[src/rtl/slice_line_assembler_if.sv]
// Handshake bundle between the serial bit source, the line assembler and the
// lane-memory loader.
interface slice_line_assembler_if #(
  parameter int MEMSIZE = 25,
  parameter int IDXW    = 5
);
  logic               start;
  logic               abort;
  logic               bit_in;
  logic               bit_valid;
  logic               bit_ready;
  logic [IDXW-1:0]    index;
  logic [2:0]         col;
  logic [2:0]         row;
  logic [MEMSIZE-1:0] line;
  logic               line_valid;
  logic               line_ready;
  logic [7:0]         line_count;

  modport slave (
    input  start, abort, bit_in, bit_valid, line_ready,
    output bit_ready, index, col, row, line, line_valid, line_count
  );

  modport master (
    output start, abort, bit_in, bit_valid, line_ready,
    input  bit_ready, index, col, row, line, line_valid, line_count
  );
endinterface

[src/rtl/slice_line_assembler.sv]
// Serial-to-parallel line writer: packs a bit stream into one lane-memory line
// (stream index k -> bit MEMSIZE-1-k) and offers it on a valid/ready output.
module slice_line_assembler #(
  parameter int MEMSIZE = 25,
  parameter int ROWS    = 5,
  parameter int COLS    = 5,
  parameter int IDXW    = 5
) (
  input  logic                   clk,
  input  logic                   rst,
  slice_line_assembler_if.slave  bus
);
  typedef enum logic [1:0] {IDLE, COLLECT, HOLD} state_t;

  localparam logic [IDXW-1:0] LAST = IDXW'(MEMSIZE - 1);

  state_t             r_state;
  logic               r_bit_ready;
  logic               r_line_valid;
  logic [IDXW-1:0]    r_index;
  logic [2:0]         r_col;
  logic [2:0]         r_row;
  logic [MEMSIZE-1:0] r_line;
  logic [7:0]         r_line_count;

  logic [IDXW-1:0]    w_pos;
  logic               w_col_wrap;

  assign w_pos      = LAST - r_index;
  assign w_col_wrap = (r_col == 3'(COLS - 1));

  always_ff @(posedge clk or posedge rst) begin
    if (rst) begin
      r_state      <= IDLE;
      r_bit_ready  <= 1'b0;
      r_line_valid <= 1'b0;
      r_index      <= '0;
      r_col        <= '0;
      r_row        <= '0;
      r_line       <= '0;
      r_line_count <= '0;
    end else if (bus.abort) begin
      r_state      <= IDLE;
      r_bit_ready  <= 1'b0;
      r_line_valid <= 1'b0;
      r_index      <= '0;
      r_col        <= '0;
      r_row        <= '0;
      r_line       <= '0;
    end else begin
      case (r_state)
        IDLE: if (bus.start) begin
          r_state     <= COLLECT;
          r_bit_ready <= 1'b1;
        end
        COLLECT: if (bus.bit_valid) begin
          r_line[w_pos] <= bus.bit_in;
          if (r_index == LAST) begin
            // Coordinates rewind on completion so they already describe the next line.
            r_state      <= HOLD;
            r_bit_ready  <= 1'b0;
            r_line_valid <= 1'b1;
            r_index      <= '0;
            r_col        <= '0;
            r_row        <= '0;
          end else begin
            r_index <= r_index + IDXW'(1);
            r_col   <= w_col_wrap ? 3'd0 : r_col + 3'd1;
            if (w_col_wrap)
              r_row <= (r_row == 3'(ROWS - 1)) ? 3'd0 : r_row + 3'd1;
          end
        end
        HOLD: if (bus.line_ready) begin
          r_state      <= COLLECT;
          r_bit_ready  <= 1'b1;
          r_line_valid <= 1'b0;
          r_line       <= '0;
          r_line_count <= r_line_count + 8'd1;
        end
        default: begin
          r_state      <= IDLE;
          r_bit_ready  <= 1'b0;
          r_line_valid <= 1'b0;
        end
      endcase
    end
  end

  assign bus.bit_ready  = r_bit_ready;
  assign bus.line_valid = r_line_valid;
  assign bus.index      = r_index;
  assign bus.col        = r_col;
  assign bus.row        = r_row;
  assign bus.line       = r_line;
  assign bus.line_count = r_line_count;
endmodule

[src/flat_wrapper.sv]
// flat-port wrapper written by rule: the top's interface ports become plain ports
module slice_line_assembler_flat 
#(
  parameter int MEMSIZE = 25,
  parameter int ROWS    = 5,
  parameter int COLS    = 5,
  parameter int IDXW    = 5
)
  (clk, rst, bus_start, bus_abort, bus_bit_in, bus_bit_valid, bus_line_ready, bus_bit_ready, bus_index, bus_col, bus_row, bus_line, bus_line_valid, bus_line_count);
  slice_line_assembler_if #(.MEMSIZE(MEMSIZE), .IDXW(IDXW)) bus_i ();
  input  logic clk;
  input  logic rst;
  input wire logic [$bits(bus_i.start)-1:0] bus_start;
  input wire logic [$bits(bus_i.abort)-1:0] bus_abort;
  input wire logic [$bits(bus_i.bit_in)-1:0] bus_bit_in;
  input wire logic [$bits(bus_i.bit_valid)-1:0] bus_bit_valid;
  input wire logic [$bits(bus_i.line_ready)-1:0] bus_line_ready;
  output wire logic [$bits(bus_i.bit_ready)-1:0] bus_bit_ready;
  output wire logic [$bits(bus_i.index)-1:0] bus_index;
  output wire logic [$bits(bus_i.col)-1:0] bus_col;
  output wire logic [$bits(bus_i.row)-1:0] bus_row;
  output wire logic [$bits(bus_i.line)-1:0] bus_line;
  output wire logic [$bits(bus_i.line_valid)-1:0] bus_line_valid;
  output wire logic [$bits(bus_i.line_count)-1:0] bus_line_count;
  assign bus_i.start = bus_start;
  assign bus_i.abort = bus_abort;
  assign bus_i.bit_in = bus_bit_in;
  assign bus_i.bit_valid = bus_bit_valid;
  assign bus_i.line_ready = bus_line_ready;
  assign bus_bit_ready = bus_i.bit_ready;
  assign bus_index = bus_i.index;
  assign bus_col = bus_i.col;
  assign bus_row = bus_i.row;
  assign bus_line = bus_i.line;
  assign bus_line_valid = bus_i.line_valid;
  assign bus_line_count = bus_i.line_count;
  slice_line_assembler #(.MEMSIZE(MEMSIZE), .ROWS(ROWS), .COLS(COLS), .IDXW(IDXW)) u_core (.clk(clk), .rst(rst), .bus(bus_i));
endmodule
[config.mk]
export PLATFORM = sky130hd
export DESIGN_NAME = slice_line_assembler_flat
export DESIGN_NICKNAME = d
export VERILOG_FILES = /design/src/rtl/slice_line_assembler_if.sv /design/src/rtl/slice_line_assembler.sv /design/src/flat_wrapper.sv
export SDC_FILE = /design/constraint.sdc
export NUM_CORES = 1
export LEC_CHECK = 0
export ABC_AREA = 1
export ABC_CLOCK_PERIOD_IN_PS = 1700
export CAP_MARGIN = 20
export CORE_UTILIZATION = 32
export CTS_BUF_LIST = sky130_fd_sc_hd__clkbuf_4 sky130_fd_sc_hd__clkbuf_8
export DETAILED_ROUTE_END_ITERATION = 10
export PLACE_DENSITY_LB_ADDON = 0.15
export SLEW_MARGIN = 10
export SYNTH_ARGS = -nofsm -noshare
export SYNTH_HDL_FRONTEND = slang
export SYNTH_SLANG_ARGS = --single-unit
[constraint.sdc]
create_clock -name clk -period 1.7 [get_ports clk]
set_clock_uncertainty 0.05 [all_clocks]
set_input_delay 0.17 -clock clk [delete_from_list [all_inputs] [get_ports clk]]
set_output_delay 0.17 -clock clk [all_outputs]
set_load 0.05 [all_outputs]
==> flow_summary.json <==
{
  "outcome": "completed",
  "path_class": "flip-flop to flip-flop",
  "clk_latency_ns": 0.31,
  "wirelength_um": 6350,
  "yosys-top-cells-area": "dfrtp_1 (44%), nand2_1 (18%), nand4_1 (6.1%), ha_1 (5.2%), inv_1 (3.7%)",
  "syn_area_um2": 2650,
  "post-place-ws_ns": -0.02444,
  "layout.nets": 436,
  "synthArstFlopShare_pct": 100.0,
  "arrival_ns": 1.82,
  "clock-root-buffer": "clkbuf_8",
  "hold_violations": 0,
  "max_freq_ghz": 0.6180,
  "n_fill_cell": 785,
  "pwr_density_cell_nw_per_um2": 1435,
  "rrSetupSlack_ns": 0.08,
  "rsz0062_at_grt": "yes",
  "critPathRequiredTime_ns": 1.90,
  "grt_max_degree": 30,
  "fp-row-count": 32,
  "setup_viol": 0,
  "critPathMaxStageDelay_ns": 0.47,
  "maxSlewHeadroom_pct": 69.82,
  "leakage_uw": 0.001892,
  "num_vias": 2387,
  "rr_startpoint": "u_core.bus.index[2]$_DFFE_PP0P_",
  "via_per_inst": 4.582,
  "rr_endpoint": "u_core.bus.line[15]$_DFFE_PP0P_",
  "setup_slack_ns": 0.08190,
  "syn_nets": 359,
  "worstRegToRegCells": 6,
  "vdd_drop_max_uv": 1031,
  "yosys.cell_count.top_type": "nand2_1",
  "initial_core_util_pct": 33.60,
  "drv_cap": 0,
  "dp_hpwl_um": 4496,
  "yosysUniqueCellTypes": 28,
  "cts_sinks": 47,
  "cts_tree": "done",
  "seq_area_frac_synth_pct": 44.38,
  "cts_hold_buf": 0,
  "ant_nets": 0,
  "worstSetupStartpointType": "flip-flop",
  "antenna_found_initial": 0,
  "worst_pin_slew_ns": 0.4521,
  "chipHeight_um": 93,
  "grt_use_total_pct": 15.37,
  "grt_pass1_vias": 2220,
  "clkTransAtPathRegs_ns": 0.09,
  "die_w_um": 93,
  "hold_class": "primary input to asynchronous set/reset pin",
  "synth_ff_type": "dfrtp_1",
  "wire_per_inst_um": 12.19,
  "core_um2": 7888,
  "area_growth_pct": 36.64,
  "finalCriticalPeriod_ns": 1.618,
  "design.portCount": 53,
  "cts-buffers-inserted": 5,
  "cts.htree.levels": 2,
  "crit_fanout": 7,
  "synth-edff-count": 0,
  "cp-end-kind": "flip-flop",
  "synth_top_cell_by_area": "dfrtp_1",
  "yosysTopAreaCellShare_pct": 44.38,
  "synthTopCellsByCount": "nand2_1 (126), dfrtp_1 (47), inv_1 (26), nand4_1 (26), nor2_1 (18)",
  "critPathSlowestCell": "dfrtp_2",
  "port_buffers": 52,
  "synth_seq_cells": 47,
  "finalCritPeriodShare_pct": 95.18,
  "yosys_warnings": 0,
  "clk_path_buf_depth": 2,
  "first_pass_iters": 4,
  "tns_ns": 0,
  "gr-total-overflow": 0,
  "antenna_cells": 0,
  "syn_area_per_cell_um2": 7.771,
  "die_area_um2": 8649,
  "place_congestion": 0.8335,
  "slew_viol_final": 0,
  "grt_pass1_wl_um": 10520,
  "crit_chain": "buf_12 > xnor2_4 > buf_4 > nand4_1 > or2_4 > nand2_1",
  "first_iter_violations": 154,
  "synthCells": 341,
  "layout-drive-gt1-share_pct": 27.92,
  "drcViolationCount": 0
}
==> how the worst max path moves through the flow <==
| stage | startpoint | to |
|---|---|---|
| after floorplan | u_core.bus.index[1]$_DFFE_PP0P_ | u_core.bus.line[0]$_DFFE_PP0P_ |
| after global placement | bus_abort | u_core.bus.line[17]$_DFFE_PP0P_ |
| after detailed placement | bus_abort | u_core.bus.line_count[7]$_DFFE_PP0P_ |
| after CTS | u_core.bus.index[1]$_DFFE_PP0P_ | u_core.bus.line[9]$_DFFE_PP0P_ |
| after global routing | u_core.r_state[1]$_DFFE_PP0P_ | u_core.bus.line[17]$_DFFE_PP0P_ |
| final | u_core.bus.index[2]$_DFFE_PP0P_ | u_core.bus.line[15]$_DFFE_PP0P_ |
==> sequential cells by signal (all words and copies together), names as in the netlist <==
register               count
u_core.bus.line           25
u_core.bus.row             3
u_core.r_state             1
u_core.bus.line_count      8
u_core.bus.col             3
u_core.bus.index           5
u_core.bus.line_valid      1
u_core.bus.bit_ready       1
==> timing repair <==
| item | in CTS | in global routing |
|---|---|---|
| setup buffers | 0 | 4 |
| pin swaps | 0 | 7 |
| gates resized for setup | 1 | 20 |
| setup endpoints to repair | 2 | 25 |
| cloned | 0 | 2 |
==> logic make-up (layout without fill, tap and decap cells) <==
group	Yosys count	in the layout	share of synthesized area, %
AND/OR/NAND/NOR	215	217	37.02
flip-flops	47	47	44.38
buffers and inverters	38	114	5.901
AO/OA/AOI/OAI	20	20	4.202
adder cells (fa/ha/maj)	11	11	5.194
XOR/XNOR	10	10	3.305
==> layout by cell type, fill, tap and decap left out, drive strengths merged, types with 4 or more instances in the layout <==
cell,synthesis,layout
buf,7,72
clkbuf,3,6
clkdlybuf4s50,0,6
dfrtp,47,47
ha,11,11
inv,27,28
nand2,128,130
nand3,17,17
nand4,26,26
nor2,22,22
o21ai,14,14
or2,21,21
xnor2,4,4
xor2,6,6
==> report_power, final <==
part	internal, uW	total (uW)	switching (uW)
Sequential	1310	1490	183
Combinational	1010	2850	1840
Clock	455	854	398
Total	2770	5200	2420
==> area by class of cell <==
cell class	count	area (um2)	share of cell area (%)
Timing Repair Buffer	78	654.4	18.07
Multi-Input combinational cell	258	1435	39.63
Sequential cell	47	1182	32.65
Clock buffer	6	76.32	2.108
Inverter	28	107.6	2.972
Tap cell	102	127.6	3.525
Clock inverter	2	37.54	1.037
==> critical path, delay by kind of cell (launching register included) <==
family	cells	cell delay (ns)
AND/OR/NAND/NOR	3	0.45
XOR/XNOR	1	0.24
buffers and inverters	2	0.35
flip-flops	1	0.47
==> per-stage QoR <==
step	power, uW	util, %	area, um2	std cells	hold slack, ns
after global routing	5554	45.91	3621	521	0.1730
after detailed placement	4166	42.77	3373	507	0.4126
after CTS	5045	44.27	3492	515	0.1416
after floorplan	3307	-	2695	341	0.2667
final	5195	45.91	3621	521	0.1230
after global placement	4151	42.77	3373	507	0.4101
==> layer usage <==
metal  GRT usage (%)  part of all wire, %
met3           3.415                  4.0
met2           23.77                   47
met1           21.36                   48
met5               0                    0
met4           4.744                  1.2
(Power assumes the default switching activity.)
